## config.mk

```make
export PLATFORM = sky130hd
export DESIGN_NAME = rv32i_fetch_unit
export DESIGN_NICKNAME = d
export VERILOG_FILES = /design/src/rtl/rv32i_fetch_unit.sv
export SDC_FILE = /design/constraint.sdc
export NUM_CORES = 1
export LEC_CHECK = 0
export BUFFER_PORTS_ARGS = -buffer_cell sky130_fd_sc_hd__buf_2
export CAP_MARGIN = 20
export CORE_MARGIN = 4
export CORE_UTILIZATION = 35
export DETAILED_ROUTE_END_ITERATION = 6
export HOLD_SLACK_MARGIN = 0.15
export RECOVER_POWER = 100
export REMOVE_ABC_BUFFERS = 1
export SYNTH_ARGS = -nofsm -noshare
export SYNTH_HDL_FRONTEND = slang
export SYNTH_SLANG_ARGS = --single-unit
```

## constraint.sdc

```tcl
create_clock -name clk -period 5.4 [get_ports clk]
set_input_delay 1.08 -clock clk [delete_from_list [all_inputs] [get_ports clk]]
set_output_delay 1.08 -clock clk [all_outputs]
set_load 0.01 [all_outputs]
```

## src/rtl/rv32i_fetch_unit.sv

```systemverilog
// RV32I instruction fetch unit.
// Issues word-aligned fetch requests to instruction memory and tags each
// outstanding request with its PC in a small address FIFO. Returned words
// land in a 2-entry in-order {pc, data} buffer that feeds decode.
// The request credit (outstanding + buffered < 2) guarantees that every
// response has a free buffer slot. A redirect flushes the buffer. Responses
// that are still in flight at the redirect are counted off in DRAIN and
// discarded.
module rv32i_fetch_unit #(
  parameter logic [31:0] RESET_PC = 32'h0000_0000
) (
  input  logic        clk,
  input  logic        reset,
  // Instruction memory request channel
  output logic        imem_req_valid,
  output logic [31:0] imem_req_addr,
  input  logic        imem_req_ready,
  // Instruction memory response channel
  input  logic        imem_rsp_valid,
  input  logic [31:0] imem_rsp_data,
  // Redirect from downstream
  input  logic        redirect_valid,
  input  logic [31:0] redirect_pc,
  // Decode channel
  output logic        inst_valid,
  output logic [31:0] inst_data,
  output logic [31:0] inst_pc,
  input  logic        inst_ready
);

  localparam logic [0:0] ST_RUN   = 1'b0;
  localparam logic [0:0] ST_DRAIN = 1'b1;

  logic [0:0]  state;
  logic [31:0] fetch_pc;
  logic [1:0]  outstanding;  // requests accepted, response not yet seen
  logic [1:0]  drop_cnt;     // in-flight responses to discard after a redirect

  // Address FIFO: the PC of each outstanding request, in issue order.
  logic [31:0] tag_pc [2];
  logic        tag_wr;
  logic        tag_rd;

  // Instruction buffer: {pc, data} pairs waiting for decode.
  logic [31:0] buf_pc   [2];
  logic [31:0] buf_data [2];
  logic        buf_head;
  logic        buf_tail;
  logic [1:0]  buf_count;

  logic        req_fire;
  logic        rsp_fire;
  logic        rsp_push;
  logic        inst_pop;
  logic [2:0]  credit_used;
  logic [1:0]  out_after_rsp;

  // A response with nothing outstanding is a protocol error and is ignored.
  assign rsp_fire      = imem_rsp_valid && (outstanding != 2'd0);
  assign out_after_rsp = outstanding - {1'b0, rsp_fire};
  assign credit_used   = {1'b0, outstanding} + {1'b0, buf_count};

  // Requests are gated by reset so the output is quiet while reset is held.
  // They are also gated by redirect so no request is accepted in a redirect cycle.
  assign imem_req_valid = !reset && (state == ST_RUN) && !redirect_valid &&
                          (credit_used < 3'd2);
  assign imem_req_addr  = fetch_pc;
  assign req_fire       = imem_req_valid && imem_req_ready;

  // A redirect overrides both the response push and the decode pop.
  assign rsp_push = rsp_fire && (state == ST_RUN) && !redirect_valid;
  assign inst_pop = inst_valid && inst_ready && !redirect_valid;

  // The buffer storage is not reset, so gate the data outputs to zero when the buffer is empty.
  assign inst_valid = (buf_count != 2'd0);
  assign inst_data  = inst_valid ? buf_data[buf_head] : 32'h0;
  assign inst_pc    = inst_valid ? buf_pc[buf_head]   : 32'h0;

  // Control state: FSM, fetch PC, request/response bookkeeping, buffer pointers.
  // NOTE: sequential state uses non-blocking assignments so every register
  // samples pre-edge values, independent of statement order.
  always_ff @(posedge clk or posedge reset) begin
    if (reset) begin
      state       <= ST_RUN;
      fetch_pc    <= RESET_PC;
      outstanding <= 2'd0;
      drop_cnt    <= 2'd0;
      tag_wr      <= 1'b0;
      tag_rd      <= 1'b0;
      buf_head    <= 1'b0;
      buf_tail    <= 1'b0;
      buf_count   <= 2'd0;
    end else begin
      // req_fire is already low during a redirect, so this holds in every state.
      outstanding <= out_after_rsp + {1'b0, req_fire};

      if (redirect_valid) begin
        fetch_pc  <= redirect_pc & ~32'h3;
        drop_cnt  <= out_after_rsp;
        state     <= (out_after_rsp != 2'd0) ? ST_DRAIN : ST_RUN;
        // Stale tags are abandoned; DRAIN never consumes them.
        tag_rd    <= tag_wr;
        buf_head  <= 1'b0;
        buf_tail  <= 1'b0;
        buf_count <= 2'd0;
      end else begin
        if (req_fire) begin
          fetch_pc <= fetch_pc + 32'd4;
          tag_wr   <= ~tag_wr;
        end

        if (state == ST_RUN) begin
          if (rsp_fire) begin
            tag_rd <= ~tag_rd;
          end
        end else if (rsp_fire) begin
          drop_cnt <= drop_cnt - 2'd1;
          if (drop_cnt == 2'd1) begin
            state <= ST_RUN;
          end
        end

        if (rsp_push) begin
          buf_tail <= ~buf_tail;
        end
        if (inst_pop) begin
          buf_head <= ~buf_head;
        end
        buf_count <= buf_count + {1'b0, rsp_push} - {1'b0, inst_pop};
      end
    end
  end

  // Storage arrays: the request tag is written on accept, and the buffer entry is written on push.
  // NOTE: the arrays carry no reset; pointers and counts decide validity, so
  // clearing the contents would only add reset fan-out.
  always_ff @(posedge clk) begin
    if (req_fire) begin
      tag_pc[tag_wr] <= fetch_pc;
    end
    if (rsp_push) begin
      buf_pc[buf_tail]   <= tag_pc[tag_rd];
      buf_data[buf_tail] <= imem_rsp_data;
    end
  end

endmodule

```

==> flow_metrics.py, run 1 <==
metrics = {
    "power_and_ir_drop": {
        "p_leak_nw": 3.81,
        "ir_drop_uv": 172,
        "power_density_nw_per_um2": 412,
    },
    "synth": {
        "synth_top_family_by_area": "multiplexers",
        "synth_edf_count": 184,
        "ys_types": 49,
        "synthArstFlopShare": 0.182,
        "synth_simple_gate_area_frac": 0.102,
        "synth_area_per_cell_sq_um": 14.6,
        "synth.most_common_cell": "edfxtp_1",
        "synthAdderAreaFrac": 0.0102,
        "ys_top_cells_by_area": "edfxtp_1 59%, dfrtp_1 11%, mux2i_1 6.9%",
        "ys_seq_area_frac": 0.704,
        "syn_area_sq_um": 9310,
        "synthMuxAreaShare": 0.106,
        "synthFlopType": "edfxtp_1",
        "synth_common_cells": "184 x edfxtp_1, 80 x nor2_1, 64 x mux2i_1, 42 x nand2_1, 41 x dfrtp_1",
        "synth_cells": 636,
        "yosysTopAreaCell": "edfxtp_1",
        "synth_xor_area_frac": 0.0226,
        "synth_seq_cells": 225,
        "synth_compound_area_frac": 0.0355,
        "synth_warnings": 0,
        "netlist.area_leader.share": 0.594,
    },
    "timing": {
        "setup_tns_ns": 0,
        "hold_violations": 0,
        "clock_skew_ns": 0.0120,
        "finalCritPeriodShare": 0.763,
        "fmax_ghz": 0.243,
        "tightestPinTransition_ns": 3.13,
        "rsz0062_at_grt": "no",
        "setup_viol_count_final": 0,
        "max-slew-margin-rel": -1.09,
        "min_period_ns": 4.12,
        "maxSlewViolCount": 272,
        "setup_ws_ns": 1.28,
        "hold_slack_ns": 0.531,
    },
    "finish": {
        "drive_gt1_frac": 0.142,
        "multi_input_area_sq_um": 2570,
        "ff_latch_area_sq_um": 6560,
        "antennaDiodeCount": 0,
        "fillerInstances": 2500,
        "final_nets": 881,
        "syn_to_final_growth_pct": 19.7,
    },
    "floorplan": {
        "dieArea_sq_um": 29300,
        "boundaryPins": 168,
        "die_y_microns": 171,
        "core_area_sq_um": 26100,
        "rows": 59,
        "start_util": 0.356,
        "die_w_microns": 171,
    },
    "placement": {
        "dp_hpwl_microns": 13500,
        "dp_worst_setup_slack_ns": 1.97,
        "io_buffer_count": 161,
        "place_congestion": 0.796,
    },
    "clock_network": {
        "postCtsHoldBufs": 0,
        "ctsResizeCount": 0,
        "cts_tree": "yes",
        "cts_buffers": 25,
        "htreeDepth": 1,
        "clk_latency_ns": 0.51,
        "clk_pin_slew_worst_paths_ns": 0.06,
        "post_cts_buffers": 0,
        "cts_sinks": 225,
        "cts.path.max_buffers": 3,
        "cts-root-buf": "clkbuf_16",
    },
    "grt": {
        "grt_start_max_net_pins": 63,
        "grt_pass1_vias": 5704,
        "antenna_found_initial": 0,
        "grt_pass1_wl_microns": 32200,
        "grt_util_all_layers": 0.140,
        "grt.overflow.total": 0,
    },
    "worst_hold_path": {
        "hp-class": "reg2reg",
    },
    "status": {
        "violations": "capacitance limit, slew limit",
        "status": "finished with violations",
    },
    "setup_path": {
        "slowest_stage": "nor2_1",
        "cp_common_cell": "nor2_1",
        "critPathMaxFanout": 22,
        "crit_arrival_ns": 3.04,
        "worstPathRequired_ns": 4.32,
        "crit_type": "reg2out",
        "crit_chain": "nor2_1, buf_4, nor2_1, clkbuf_1",
        "critPathBufInv": 2,
        "crit_family": "simple AND/OR/NAND/NOR gates",
        "startpoint_type": "register",
        "cpPeakStageDelay_ns": 1.40,
        "end_kind": "output port",
    },
    "detailed_routing": {
        "drc": 0,
        "wire_per_inst_microns": 18.1,
        "drt_iter0_drc": 359,
        "firstDrtPassIters": 5,
        "route.antenna.remaining_nets": 0,
        "routed_wirelength_microns": 20900,
        "vias": 5586,
        "vias_per_cell": 4.83,
    },
    "job": {
        "max_cap_violations": 6,
    },
}
placed cells by master (no fill, tap or decap), types with 3 or more instances in the layout:
cell / n
buf_4: 3
and3_1: 9
nor2_1: 78
nor4_1: 7
mux2_1: 19
edfxtp_1: 184
ha_1: 6
nor3_1: 4
conb_1: 4
buf_2: 53
a21oi_1: 6
o211ai_1: 4
and2_1: 5
clkbuf_1: 114
a32oi_1: 3
dfrtp_1: 40
nor2b_1: 3
a31oi_1: 5
mux2_2: 12
clkbuf_16: 25
clkinv_1: 5
clkinv_2: 3
bufinv_16: 3
nand3_1: 11
nand2_1: 42
mux2i_1: 64
nand4_1: 13
inv_1: 11
o21ai_0: 24
o311ai_0: 4
xor2_1: 8
xnor2_1: 16
flip-flops by register name, summed over array words and instances, names as in the netlist:
| register | flops |
|---|---|
| drop_cnt | 2 |
| buf_data | 64 |
| state | 1 |
| outstanding | 2 |
| tag_rd | 1 |
| buf_count | 2 |
| buf_head | 1 |
| buf_tail | 1 |
| imem_req_addr | 30 |
| tag_pc | 60 |
| tag_wr | 1 |
| buf_pc | 60 |
final cells by class:
class                           instances  share of cell area
Clock buffer                           30              0.0596
Inverter                               11             0.00371
Timing Repair Buffer                  169              0.0661
Multi-Input combinational cell        372               0.231
Sequential cell                       225               0.588
Clock inverter                         15              0.0140
Tap cell                              335              0.0376
cells by family (layout without fill, tap and decap cells):
kind of cell    Yosys count  after routing
other cells               1              4
fa+ha+maj                 7              7
xor+xnor                 24             24
buf+inv                  42            225
compound gates           53             53
simple gates            189            189
mux                      95             95
flops                   225            225
tightest hold or removal path, cell delays in order, from the launching register on:
cell and delay (ns):
dfrtp_1 0.38, nand2_1 0.06, o21ai_0 0.06
report_power, final:
group | switching (mW) | internal, mW
Clock | 0.658 | 1.02
Combinational | 0.432 | 0.297
Sequential | 0.136 | 2.05
final timing paths:
path | from | to | slack [ns] | cells past startpoint
worst max-delay path | buf_count[1] | inst_data[14] | 1.28 | 4
worst min-delay path | tag_wr | tag_rd | 0.53 | 2
worst max register to register | outstanding[0] | tag_pc[0][11] | 1.84 | 5
worst min register to register | tag_wr | tag_rd | 0.53 | 2
max in group asynchronous | reset | imem_req_addr[13] | 2.85 | 3
min in group asynchronous | reset | outstanding[0] | 0.72 | 2
layer usage:
| metal | up-vias | share of wire | global-route usage |
|---|---|---|---|
| met5 | - | 0 | 0 |
| met4 | 0 | 0.017 | 0.0348 |
| met3 | 31 | 0.076 | 0.0335 |
| met2 | 165 | 0.47 | 0.234 |
| met1 | 2700 | 0.43 | 0.186 |
| li1 | 2690 | - | - |
stage by stage:
step,instance area [sq um],utilization,power [mW],cells
6_report,11100,0.426,4.59,1157
5_1_grt,11100,0.426,4.83,1157
4_1_cts,11300,0.434,4.72,1157
3_5_place_dp,10500,0.403,3.02,1112
3_3_place_gp,10500,0.402,2.99,1111
2_1_floorplan,9180,-,2.69,608
Power figures use the tool's default switching activity.
==> inputs of run 2 (changes only) <==
- clock period: 5.4 -> 4 ns (I/O delays scaled with it)
==> run 2 against run 1 <==
  * Sequential cell count unchanged
  * Largest power group unchanged
  * Routed wire length up 1.1%
  * Critical path type unchanged
  * Final area up 0.33%
  * Sequential share of layout area down 0.21 points
  * Cell count up 0.35%
  * The run still ends with capacitance limit, slew limit left
  * Critical path depth unchanged
  * Critical endpoint is now inst_pc[21]
  * Core utilization up 0.14 points
==> flow_metrics.py, run 2 (synthesized netlist as in run 1, its figures left out) <==
metrics = {
    "finish": {
        "regMostFlops": "buf_data",
        "fillerInstances": 2482,
        "largest_reg_flops": 64,
        "ff_latch_area_sq_um": 6550,
        "final_nets": 883,
        "syn_to_final_growth_pct": 20.1,
        "multi_input_area_sq_um": 2580,
        "layout_common_cells": "184 x edfxtp_1, 117 x clkbuf_1, 76 x nor2_1",
        "final_common_cell": "edfxtp_1",
        "antennaDiodeCount": 0,
        "largestRegisters": "buf_data (64), buf_pc (60), tag_pc (60)",
        "drive_gt1_frac": 0.138,
        "final_cell_count_no_fill": 1161,
    },
    "setup_path": {
        "timing.rr.end": "imem_req_addr[12]",
        "critPathMaxFanout": 43,
        "worstRegToRegCells": 7,
        "regToRegStartpoint": "buf_count[0]",
        "end_kind": "output port",
        "worstPathRequired_ns": 3.20,
        "startpoint_type": "register",
        "crit_type": "reg2out",
        "r2r_slack_ns": 0.70,
        "crit_arrival_ns": 2.60,
    },
    "detailed_routing": {
        "drc": 0,
        "drt_iter0_drc": 344,
        "vias": 5634,
        "vias_per_cell": 4.85,
        "routed_wirelength_microns": 21100,
        "firstDrtPassIters": 4,
        "wire_per_inst_microns": 18.2,
        "route.antenna.remaining_nets": 0,
    },
    "clock_network": {
        "post_cts_buffers": 0,
        "cts_buffers": 26,
        "cts_tree": "yes",
        "clk_pin_slew_worst_paths_ns": 0.06,
        "cts.path.max_buffers": 3,
        "ctsResizeCount": 0,
        "cts_sinks": 225,
        "postCtsHoldBufs": 0,
        "htreeDepth": 1,
        "cts-root-buf": "clkbuf_16",
        "clk_latency_ns": 0.52,
    },
    "placement": {
        "io_buffer_count": 161,
        "dp_hpwl_microns": 13700,
        "placedCellCount": 1113,
        "place_congestion": 0.801,
    },
    "floorplan": {
        "core_area_sq_um": 26100,
        "die_w_microns": 171,
        "start_util": 0.356,
        "rows": 59,
        "boundaryPins": 168,
        "dieArea_sq_um": 29300,
        "die_y_microns": 171,
    },
    "grt": {
        "antenna_found_initial": 0,
        "grt_start_max_net_pins": 63,
        "grt.overflow.total": 0,
        "grt_pass1_wl_microns": 32300,
        "grt_util_all_layers": 0.141,
        "grt_pass1_vias": 5678,
    },
    "power_and_ir_drop": {
        "power_density_nw_per_um2": 557,
        "p_switching_mw": 1.64,
        "clockPowerShare": 0.369,
        "pwr-share-seq": 0.474,
        "p_sw_frac": 0.264,
        "ir_drop_uv": 241,
        "p_total_mw": 6.22,
        "internal_power_mw": 4.58,
        "p_leak_nw": 3.83,
        "combPwrFrac": 0.156,
    },
    "timing": {
        "fmax_ghz": 0.294,
        "min_period_ns": 3.40,
        "clock_skew_ns": 0.0133,
        "max-slew-margin-rel": -0.231,
        "maxSlewViolCount": 126,
        "setup_tns_ns": 0,
        "tightestPinTransition_ns": 1.85,
        "rsz0062_at_grt": "no",
        "setup_viol_count_final": 0,
        "finalCritPeriodShare": 0.850,
        "hold_violations": 0,
    },
    "status": {
        "status": "finished with violations",
        "violations": "capacitance limit, slew limit",
    },
    "job": {
        "max_cap_violations": 2,
    },
    "worst_hold_path": {
        "hp-class": "in2async",
    },
}
==> run 2: cell types whose count changed in the layout (fill, tap and decap cells not counted), moves of 3 or more <==
cell and change:
buf_2 +3, clkbuf_1 +3, mux2_1 +5, mux2_2 -5, nor2_4 +4
==> run 2: per-layer routing <==
metal	part of all wire	wire length, microns	GRT usage
met2	0.48	10100	0.235
met1	0.43	9110	0.190
met3	0.075	1580	0.0319
met5	0	0	0
met4	0.014	290	0.0296
==> run 2: power groups by stage <==
stage                     Combinational (mW)  Sequential, mW  Clock (mW)
after floorplan                        0.642            2.99           0
after global placement                  1.06            3.00           0
after detailed placement                1.07            3.00           0
after CTS                               1.08            2.96        2.36
after global routing                    1.10            2.98        2.47
final                                  0.973            2.95        2.30
==> run 2: critical path, cell delays in order (launching register included) <==
cell and delay, ns:
dfrtp_2 1.33, buf_12 0.29, mux2i_1 0.22, nor2_1 0.05, clkbuf_1 0.15
==> run 2: worst max-delay path by stage <==
stage                                 to      startpoint  slack, ns  cells after the start
after floorplan           buf_data[0][0]  imem_rsp_valid      -0.16                      3
after global placement     tag_pc[1][31]           reset       0.91                      5
after detailed placement   tag_pc[1][31]           reset       0.89                      5
after CTS                 imem_req_valid    buf_count[0]       0.86                      5
after global routing         inst_pc[13]        buf_head       0.41                      4
final                        inst_pc[21]        buf_head       0.60                      4
==> run 2: cell type report <==
class	instances	area share
Sequential cell	225	0.586
Multi-Input combinational cell	372	0.231
Timing Repair Buffer	170	0.0666
Clock buffer	38	0.0641
Tap cell	335	0.0375
Clock inverter	10	0.0107
Inverter	11	0.00369
==> run 2: per-stage QoR <==
| stage | setup slack, ns | cell area (sq um) | util | hold slack [ns] |
|---|---|---|---|---|
| 2_1_floorplan | -0.157 | 9180 | - | 0.472 |
| 3_5_place_dp | 0.890 | 10500 | 0.403 | 0.536 |
| 3_3_place_gp | 0.908 | 10500 | 0.403 | 0.538 |
| 4_1_cts | 0.864 | 11400 | 0.435 | 0.278 |
| 6_report | 0.600 | 11200 | 0.428 | 0.414 |
| 5_1_grt | 0.406 | 11200 | 0.428 | 0.451 |
==> inputs of run 3 (changes only) <==
- clock period: 4 -> 4.4 ns (I/O delays scaled with it)
==> run 3 against run 2 <==
  * The flow still finishes with violations (capacitance limit, slew limit)
  * Via count grew 0.21%
  * Count of clock-buffer cells in the layout shrank 10
  * Highest routed layer unchanged
  * Power fell by 9.0%
  * Clock power is 8% lower
  * Die area unchanged
  * Critical endpoint is now tag_pc[1][9]
  * Non-clock buffer count up 1
  * Combinational power decreased by 11%
==> flow_metrics.py, run 3 (synthesized netlist as in run 1, its figures left out) <==
metrics = {
    "clock_network": {
        "cts_buffers": 25,
        "ctsResizeCount": 0,
        "htreeDepth": 1,
        "post_cts_buffers": 0,
        "clk_latency_ns": 0.51,
        "cts-root-buf": "clkbuf_16",
        "postCtsHoldBufs": 0,
        "cts_tree": "yes",
        "cts.path.max_buffers": 3,
        "cts_sinks": 225,
        "clk_pin_slew_worst_paths_ns": 0.06,
    },
    "timing": {
        "finalCritPeriodShare": 0.792,
        "fmax_ghz": 0.287,
        "setup_tns_ns": 0,
        "rsz0062_at_grt": "no",
        "max-slew-margin-rel": -0.359,
        "setup_viol_count_final": 0,
        "clock_skew_ns": 0.0219,
        "min_period_ns": 3.48,
        "tightestPinTransition_ns": 2.03,
        "maxSlewViolCount": 127,
        "hold_violations": 0,
    },
    "detailed_routing": {
        "vias_per_cell": 4.87,
        "vias": 5646,
        "routed_wirelength_microns": 20800,
        "route.antenna.remaining_nets": 0,
        "drc": 0,
        "wire_per_inst_microns": 18.0,
        "drt_iter0_drc": 316,
        "firstDrtPassIters": 5,
    },
    "floorplan": {
        "rows": 59,
        "dieArea_sq_um": 29300,
        "start_util": 0.356,
        "boundaryPins": 168,
        "core_area_sq_um": 26100,
        "die_w_microns": 171,
        "die_y_microns": 171,
    },
    "job": {
        "max_cap_violations": 3,
    },
    "placement": {
        "io_buffer_count": 161,
        "place_congestion": 0.793,
        "dp_hpwl_microns": 13600,
        "placedCellCount": 1114,
    },
    "status": {
        "violations": "capacitance limit, slew limit",
        "status": "finished with violations",
    },
    "finish": {
        "drive_gt1_frac": 0.147,
        "final_common_cell": "edfxtp_1",
        "final_cell_count_no_fill": 1159,
        "largest_reg_flops": 64,
        "largestRegisters": "buf_data (64), buf_pc (60), tag_pc (60)",
        "syn_to_final_growth_pct": 20.1,
        "regMostFlops": "buf_data",
        "layout_common_cells": "184 x edfxtp_1, 108 x clkbuf_1, 78 x nor2_1",
        "final_nets": 883,
        "antennaDiodeCount": 0,
    },
    "grt": {
        "grt.overflow.total": 0,
        "grt_pass1_vias": 5774,
        "antenna_found_initial": 0,
        "grt_util_all_layers": 0.138,
        "grt_pass1_wl_microns": 31700,
        "grt_start_max_net_pins": 64,
    },
    "setup_path": {
        "critPathMaxFanout": 22,
        "crit_type": "reg2reg",
        "worstPathRequired_ns": 4.59,
        "crit_arrival_ns": 3.68,
        "startpoint_type": "register",
        "end_kind": "register",
    },
    "worst_hold_path": {
        "hp-class": "in2async",
    },
    "power_and_ir_drop": {
        "p_leak_nw": 3.84,
        "p_total_mw": 5.66,
        "power_density_nw_per_um2": 507,
        "ir_drop_uv": 264,
    },
}
## run 3: report_power, final
part           switching (mW)  internal, mW  total (mW)
logic                   0.517         0.351       0.867
clock network           0.816          1.30        2.11
registers               0.175          2.51        2.68
## run 3: worst max-delay path, cell delays in order (launching register included)
cell	delay, ns
dfrtp_1	0.42
and2_0	0.17
fa_1	0.45
nor2_1	0.12
nand4_1	0.44
nor2_2	1.22
buf_4	0.35
## run 3: through the flow
stage	cell area [sq um]	util	hold WS [ns]	setup WS, ns
2_1_floorplan	9180	-	0.472	0.163
3_3_place_gp	10500	0.403	0.521	1.27
3_5_place_dp	10500	0.403	0.527	1.23
5_1_grt	11200	0.428	0.413	0.593
4_1_cts	11400	0.435	0.291	1.11
6_report	11200	0.428	0.379	0.916
## run 3: layout make-up
type	count	area [sq um]
inverters	11	41.3
fillers	2496	15000
repair buffers	171	753
multi-input cells	372	2560
clock inverters	17	198
flip-flops and latches	225	6560
well taps	335	419
clock buffers	28	647
## run 3: final timing paths
path                       cells past startpoint         startpoint             to  slack (ns)
max                                            6       buf_count[0]   tag_pc[1][9]        0.92
min in group clk                               0  imem_req_addr[19]  tag_pc[1][19]        0.54
max reg2reg                                    6       buf_count[0]   tag_pc[1][9]        0.92
min reg2reg                                    0  imem_req_addr[19]  tag_pc[1][19]        0.54
min                                            2              reset   buf_count[0]        0.38
max in group asynchronous                      3              reset       buf_head        3.15
## run 3: layer usage
layer / track usage / share of wire
met2: 0.236 / 0.48
met3: 0.0296 / 0.069
met5: 0 / 0
met4: 0.0313 / 0.016
met1: 0.183 / 0.43
